File: src/rtl/mem_arb_pkg.sv
// Shared types and sizing helpers for the round-robin memory arbiter.
package mem_arb_pkg;

  localparam int unsigned ADDR_BUS = 32;
  localparam int unsigned DATA_BUS = 32;
  localparam int unsigned WIDTH_W  = 4;
  localparam int unsigned WD_W     = 10;

  typedef enum logic [1:0] {
    IDLE,
    GRANT,
    RELEASE
  } arb_state_t;

  // Latched downstream command of the current winner.
  typedef struct packed {
    logic                we;
    logic [ADDR_BUS-1:0] addr;
    logic [WIDTH_W-1:0]  width;
    logic [DATA_BUS-1:0] data;
  } mem_cmd_t;

  function automatic int unsigned ARB_PTR_W(input int unsigned n);
    return $clog2(n);
  endfunction

endpackage

File: src/rtl/mem_arbiter_rr_pick.sv
// Round-robin picker: first set request at or after ptr, wrapping at N-1.
module rr_pick
  import mem_arb_pkg::*;
#(
  parameter  int unsigned N  = 4,
  localparam int unsigned PW = ARB_PTR_W(N)
) (
  input  logic [N-1:0]  req,
  input  logic [PW-1:0] ptr,
  output logic          found,
  output logic [PW-1:0] winner
);

  logic [N-1:0] rot;
  logic [PW-1:0] off;
  logic [PW:0]   sum;

  // Doubled vector rotated so bit 0 corresponds to ptr.
  always_comb begin
    rot = N'({req, req} >> ptr);
    off = '0;
    for (int i = N - 1; i >= 0; i--) begin
      if (rot[i]) off = PW'(i);
    end
    sum = {1'b0, ptr} + {1'b0, off};
    if (sum >= (PW + 1)'(N)) sum = sum - (PW + 1)'(N);
    found  = |req;
    winner = PW'(sum);
  end

endmodule

File: src/rtl/mem_arbiter.sv
// Round-robin arbiter serialising whole transactions from NUM_REQ ports onto one memory port.
module mem_arbiter
  import mem_arb_pkg::*;
#(
  parameter  int unsigned NUM_REQ = 4,
  parameter  int unsigned TIMEOUT = 1023,
  localparam int unsigned PTR_W   = ARB_PTR_W(NUM_REQ)
) (
  input  logic                              clk,
  input  logic                              rst,
  input  logic [NUM_REQ-1:0]                req_ce_i,
  input  logic [NUM_REQ-1:0]                req_we_i,
  input  logic [NUM_REQ-1:0][ADDR_BUS-1:0]  req_addr_i,
  input  logic [NUM_REQ-1:0][WIDTH_W-1:0]   req_width_i,
  input  logic [NUM_REQ-1:0][DATA_BUS-1:0]  req_data_i,
  output logic [DATA_BUS-1:0]               req_data_o,
  output logic [NUM_REQ-1:0]                req_ready_o,
  output logic                              mem_ce_o,
  output logic                              mem_we_o,
  output logic [ADDR_BUS-1:0]               mem_addr_o,
  output logic [WIDTH_W-1:0]                mem_width_o,
  output logic [DATA_BUS-1:0]               mem_data_o,
  input  logic [DATA_BUS-1:0]               mem_data_i,
  input  logic                              mem_ready_i,
  output logic [PTR_W-1:0]                  grant_o,
  output logic                              busy_o,
  output logic                              timeout_o
);

  localparam logic [WD_W-1:0]  WD_LIMIT = WD_W'(TIMEOUT);
  localparam logic [PTR_W-1:0] LAST_IDX = PTR_W'(NUM_REQ - 1);

  arb_state_t       state_q, state_d;
  logic [PTR_W-1:0] ptr_q, ptr_d, grant_d, pick_idx;
  logic             pick_found, ce_d, timeout_d;
  mem_cmd_t         cmd_q, cmd_d;
  logic [WD_W-1:0]  wd_q, wd_d;

  rr_pick #(.N(NUM_REQ)) u_pick (
    .req    (req_ce_i),
    .ptr    (ptr_q),
    .found  (pick_found),
    .winner (pick_idx)
  );

  // Next-state and next-register values.
  always_comb begin
    state_d   = state_q;
    ptr_d     = ptr_q;
    grant_d   = grant_o;
    ce_d      = mem_ce_o;
    cmd_d     = cmd_q;
    wd_d      = wd_q;
    timeout_d = timeout_o;
    unique case (state_q)
      IDLE: begin
        if (pick_found) begin
          state_d     = GRANT;
          grant_d     = pick_idx;
          ce_d        = 1'b1;
          cmd_d.we    = req_we_i[pick_idx];
          cmd_d.addr  = req_addr_i[pick_idx];
          cmd_d.width = req_width_i[pick_idx];
          cmd_d.data  = req_data_i[pick_idx];
          wd_d        = '0;
        end
      end
      GRANT: begin
        // Watchdog only flags; an issued AXI transaction cannot be aborted.
        if (wd_q != WD_LIMIT) wd_d = wd_q + WD_W'(1);
        if (wd_d == WD_LIMIT) timeout_d = 1'b1;
        if (mem_ready_i) begin
          state_d = RELEASE;
          ce_d    = 1'b0;
          ptr_d   = (grant_o == LAST_IDX) ? '0 : grant_o + PTR_W'(1);
        end
      end
      RELEASE: state_d = IDLE;
      default: state_d = IDLE;
    endcase
  end

  always_ff @(posedge clk or negedge rst) begin
    if (!rst) begin
      state_q   <= IDLE;
      ptr_q     <= '0;
      grant_o   <= '0;
      mem_ce_o  <= 1'b0;
      cmd_q     <= '0;
      wd_q      <= '0;
      timeout_o <= 1'b0;
      busy_o    <= 1'b0;
    end else begin
      state_q   <= state_d;
      ptr_q     <= ptr_d;
      grant_o   <= grant_d;
      mem_ce_o  <= ce_d;
      cmd_q     <= cmd_d;
      wd_q      <= wd_d;
      timeout_o <= timeout_d;
      busy_o    <= (state_d != IDLE);
    end
  end

  // Completion is routed back to the winner in the same cycle as mem_ready_i.
  always_comb begin
    req_ready_o = '0;
    if (state_q == GRANT && mem_ready_i) req_ready_o[grant_o] = 1'b1;
  end

  assign req_data_o  = mem_data_i;
  assign mem_we_o    = cmd_q.we;
  assign mem_addr_o  = cmd_q.addr;
  assign mem_width_o = cmd_q.width;
  assign mem_data_o  = cmd_q.data;

endmodule

File: config.mk
export PLATFORM = sky130hd
export DESIGN_NAME = mem_arbiter
export DESIGN_NICKNAME = d
export VERILOG_FILES = /design/src/rtl/mem_arb_pkg.sv /design/src/rtl/mem_arbiter_rr_pick.sv /design/src/rtl/mem_arbiter.sv
export SDC_FILE = /design/constraint.sdc
export NUM_CORES = 1
export LEC_CHECK = 0
export CAP_MARGIN = 20
export CORE_AREA = 2 2 167 169
export DETAILED_ROUTE_END_ITERATION = 10
export DIE_AREA = 0 0 169 171
export PLACE_DENSITY_LB_ADDON = 0.08
export SYNTH_ARGS = -nofsm -noshare
export SYNTH_HDL_FRONTEND = slang
export SYNTH_SLANG_ARGS = --single-unit
File: constraint.sdc
create_clock -name clk -period 3.4 [get_ports clk]
set_input_delay 1.02 -clock clk [delete_from_list [all_inputs] [get_ports clk]]
set_output_delay 1.02 -clock clk [all_outputs]
set_load 0.01 [all_outputs]
==> results.md <==
- CP required: 2.38 ns
- Worst Setup SP: mem_ready_i
- Via count: 6,725
- Slew Limit Fails: 0
- Hold depth: 1
- Final wirelength: 28,100 um
- GR Overflow Total: 0
- CP Cell Sequence: clkdlybuf4s50_1 -> and3_1 -> clkdlybuf4s50_1
- Maximum vdd drop: 0.000301 V
- Clock Latency Late Sink: 0.36 ns
- Fmax achieved: 305 MHz
- Crit path buf inv count: 2
- R2r setup slk: 0.82 ns
- Synth area leader: dfrtp_1
- Worst Setup Start Kind: primary input
- Finish-stage setup viols: 0
- Fin crit share: 96.5%
- Clk pwr share: 11.7%
- Layout cells sized above 1: 13.0%
- Most repeated library cell on the critical path: clkdlybuf4s50_1
- Metal3 WL: 2000 um
- R2r endpoint: mem_addr_o[26]
- Most common cell in the netlist: mux2i_1
- Die height: 171 um
- Primary FF master, synth: dfrtp_1
- Cells after synthesis: 644
- Met1 WL: 11,800 um
- Starting density of the core: 24.5%
- Synth cell count leaders: mux2i_1 (139), dfrtp_1 (88), o22ai_1 (70), a221o_1 (69), mux2_2 (58)
- Non-Filler Instances: 1,323
- Post-synthesis average cell area: 10.4 um^2
- Sw Ratio: 38.9%
- PortBufs: 360
- # nets final: 1,291
- Syn Nets: 965
- Core ar.: 0.0273 mm^2
- Post-Syn Area: 0.00669 mm^2
- Die area: 0.0289 mm^2
- Fin crit period: 3.28 ns
- 1st-pass router iterations: 5
- Seq/Total Area, Yosys: 32.9%
- CP endpoint kind: primary output
- Relative slew slack: 64.2%
- CTS max path bufs: 2
- Worst hold start: timeout_o
- Max-Cap Viols: 0
- Crit path max fanout: 5
- R2R depth: 10
- Initial antenna violation count: 3
- Status: finished clean
- RSZ-0062 raised after global routing: false
- First-pass GRT wire length: 40,900 um
- Clk sinks: 88
- Final hold viol count: 0
- Vias in the first global route: 6,906
- Number of synthesized register bits: 88
- Hold EP: timeout_o
- Initial DRC Count: 277
- GPL Wtd Cong: 0.786
- Hold Buf Count CTS: 0
- DR DRC count: 0
- Hpwl dp: 20,400 um
- Synth top area share: 32.9%
- Root Buffer Master: clkbuf_16
- CTS Buf Count: 9
- Row count: 61
- Highest routed layer: met5
- Sequential Power Share: 21.5%
- Max incr delay on CP: 0.54 ns
- Static Leak: 0.00476 uW
- Internal power: 5260 uW
- CP top delay family: buffers and inverters
- Post-synth EDFFs: 0
- Htree depth: 3
- Dpl ws: -0.377 ns
- Min-Delay Path Class: register to register
- DR vias/cell: 5.08
- Final setup margin: 0.119 ns
- CTS tree: done
- Synth-to-Final Area Change: 67.1%
- Comb pwr share: 66.8%
- Worst r2r src: ptr_q[1]
- IO Count: 425
- Antenna-violating nets left: 0
- Setup Crit Path Kind: primary input to primary output
- Largest net degree at the start of global routing: 47
- Tightest Pin Transition: 0.532 ns
- Synth warn: 0
- Power Density: 771 mW/mm^2
- Met2 WL post-DR: 13,500 um
- Post-synth ARST share: 100%
- Critical path's slowest cell: clkdlybuf4s50_1
- DIE WIDTH: 169 um
- Fin Clk Skew: 0.00734 ns
- WL/cell: 21.2 um
- Critical path arrival: 2.26 ns
- Placed insts: 1,301
- Total GRT Usage: 18.5%
- Top post-synthesis cells by area: dfrtp_1 (33%), mux2i_1 (21%), a221o_1 (10%), mux2_2 (9.8%), o22ai_1 (6.5%)
- P_sw: 3360 uW
- Yosys cell types: 42
- Reg clk slew, reported paths: 0.07 ns
cell type report:
type                       count  area (um^2)
fill                        2724        16100
sequential                    88         2200
clock buffer                   9          225
clock inverter                 7         53.8
multi-input combinational    459         4010
timing repair buffer         406         4230
tap                          346          433
antenna                        2         5.00
inverter                       6         22.5
cells in the final DEF, fill, tap and decap left out, drive strengths merged, types with 7 or more instances in the layout:
cell and n:
o22ai 70, a21oi 11, mux2i 139, inv 9, nor2 13, clkbuf 11, dfrtp 88, clkdlybuf4s50 357
buf 45, nand2 16, a221o 69, nand3 7, o21ai 8, mux2 70
routing by layer:
layer | up-vias | GRT usage, %
met1 | 3224 | 22.2
met2 | 258 | 31.8
met4 | 2 | 7.51
met5 | - | 0
met3 | 57 | 4.83
li1 | 3184 | -
through the flow:
stage	utilization, %	area [um^2]	TNS (ns)	hold WS, ns	power (uW)
2_1_floorplan	-	6690	0	0.497	5060
3_3_place_gp	39.5	10800	-22.70	0.470	7410
3_5_place_dp	39.5	10800	-23.27	0.468	7450
4_1_cts	40.6	11100	0	0.485	8520
5_1_grt	40.9	11200	0	0.512	9220
6_report	40.9	11200	0	0.476	8620
power groups by stage:
stage | Clock, uW | Sequential, uW | Combinational [uW]
floorplan | 0 | 1970 | 3080
global placement | 0 | 1870 | 5550
detailed placement | 0 | 1850 | 5590
CTS | 1050 | 1850 | 5620
global route | 1100 | 1910 | 6210
finish | 1010 | 1850 | 5760
logic make-up (layout without fill, tap and decap cells):
kind of cell             after synthesis  count (layout)  share of synthesized area, %
other                                  0               2                             0
multiplexers                         209             209                          32.6
flip-flops                            88              88                          32.9
XOR/XNOR                               2               2                         0.262
adder cells (fa/ha/maj)                6               6                          1.12
buffers and inverters                 97             428                          7.67
AO/OA/AOI/OAI                        176             176                          20.5
AND/OR/NAND/NOR                       66              66                          4.96
worst max path at each step:
stage                                 to  cells after the start
after floorplan           mem_data_o[10]                     10
after global placement    mem_data_o[22]                     10
after detailed placement  mem_data_o[22]                     10
after CTS                  mem_addr_o[3]                     11
after global routing      mem_addr_o[11]                     12
final                     req_ready_o[3]                      3
what timing repair did:
action / CTS / global route
resized for setup: 1 / 5
setup endpoints to repair: 1 / 69
cloned: 0 / 2
buffers inserted: 0 / 2
pin swaps: 0 / 3
registers in the layout, indices dropped and copies added (netlist names):
name / flops
mem_addr_o: 32
mem_data_o: 32
wd_q: 10
mem_width_o: 4
grant_o: 2
ptr_q: 2
state_q: 2
busy_o: 1
mem_ce_o: 1
mem_we_o: 1
timeout_o: 1
Note: power is estimated with default switching activity, not from simulation.
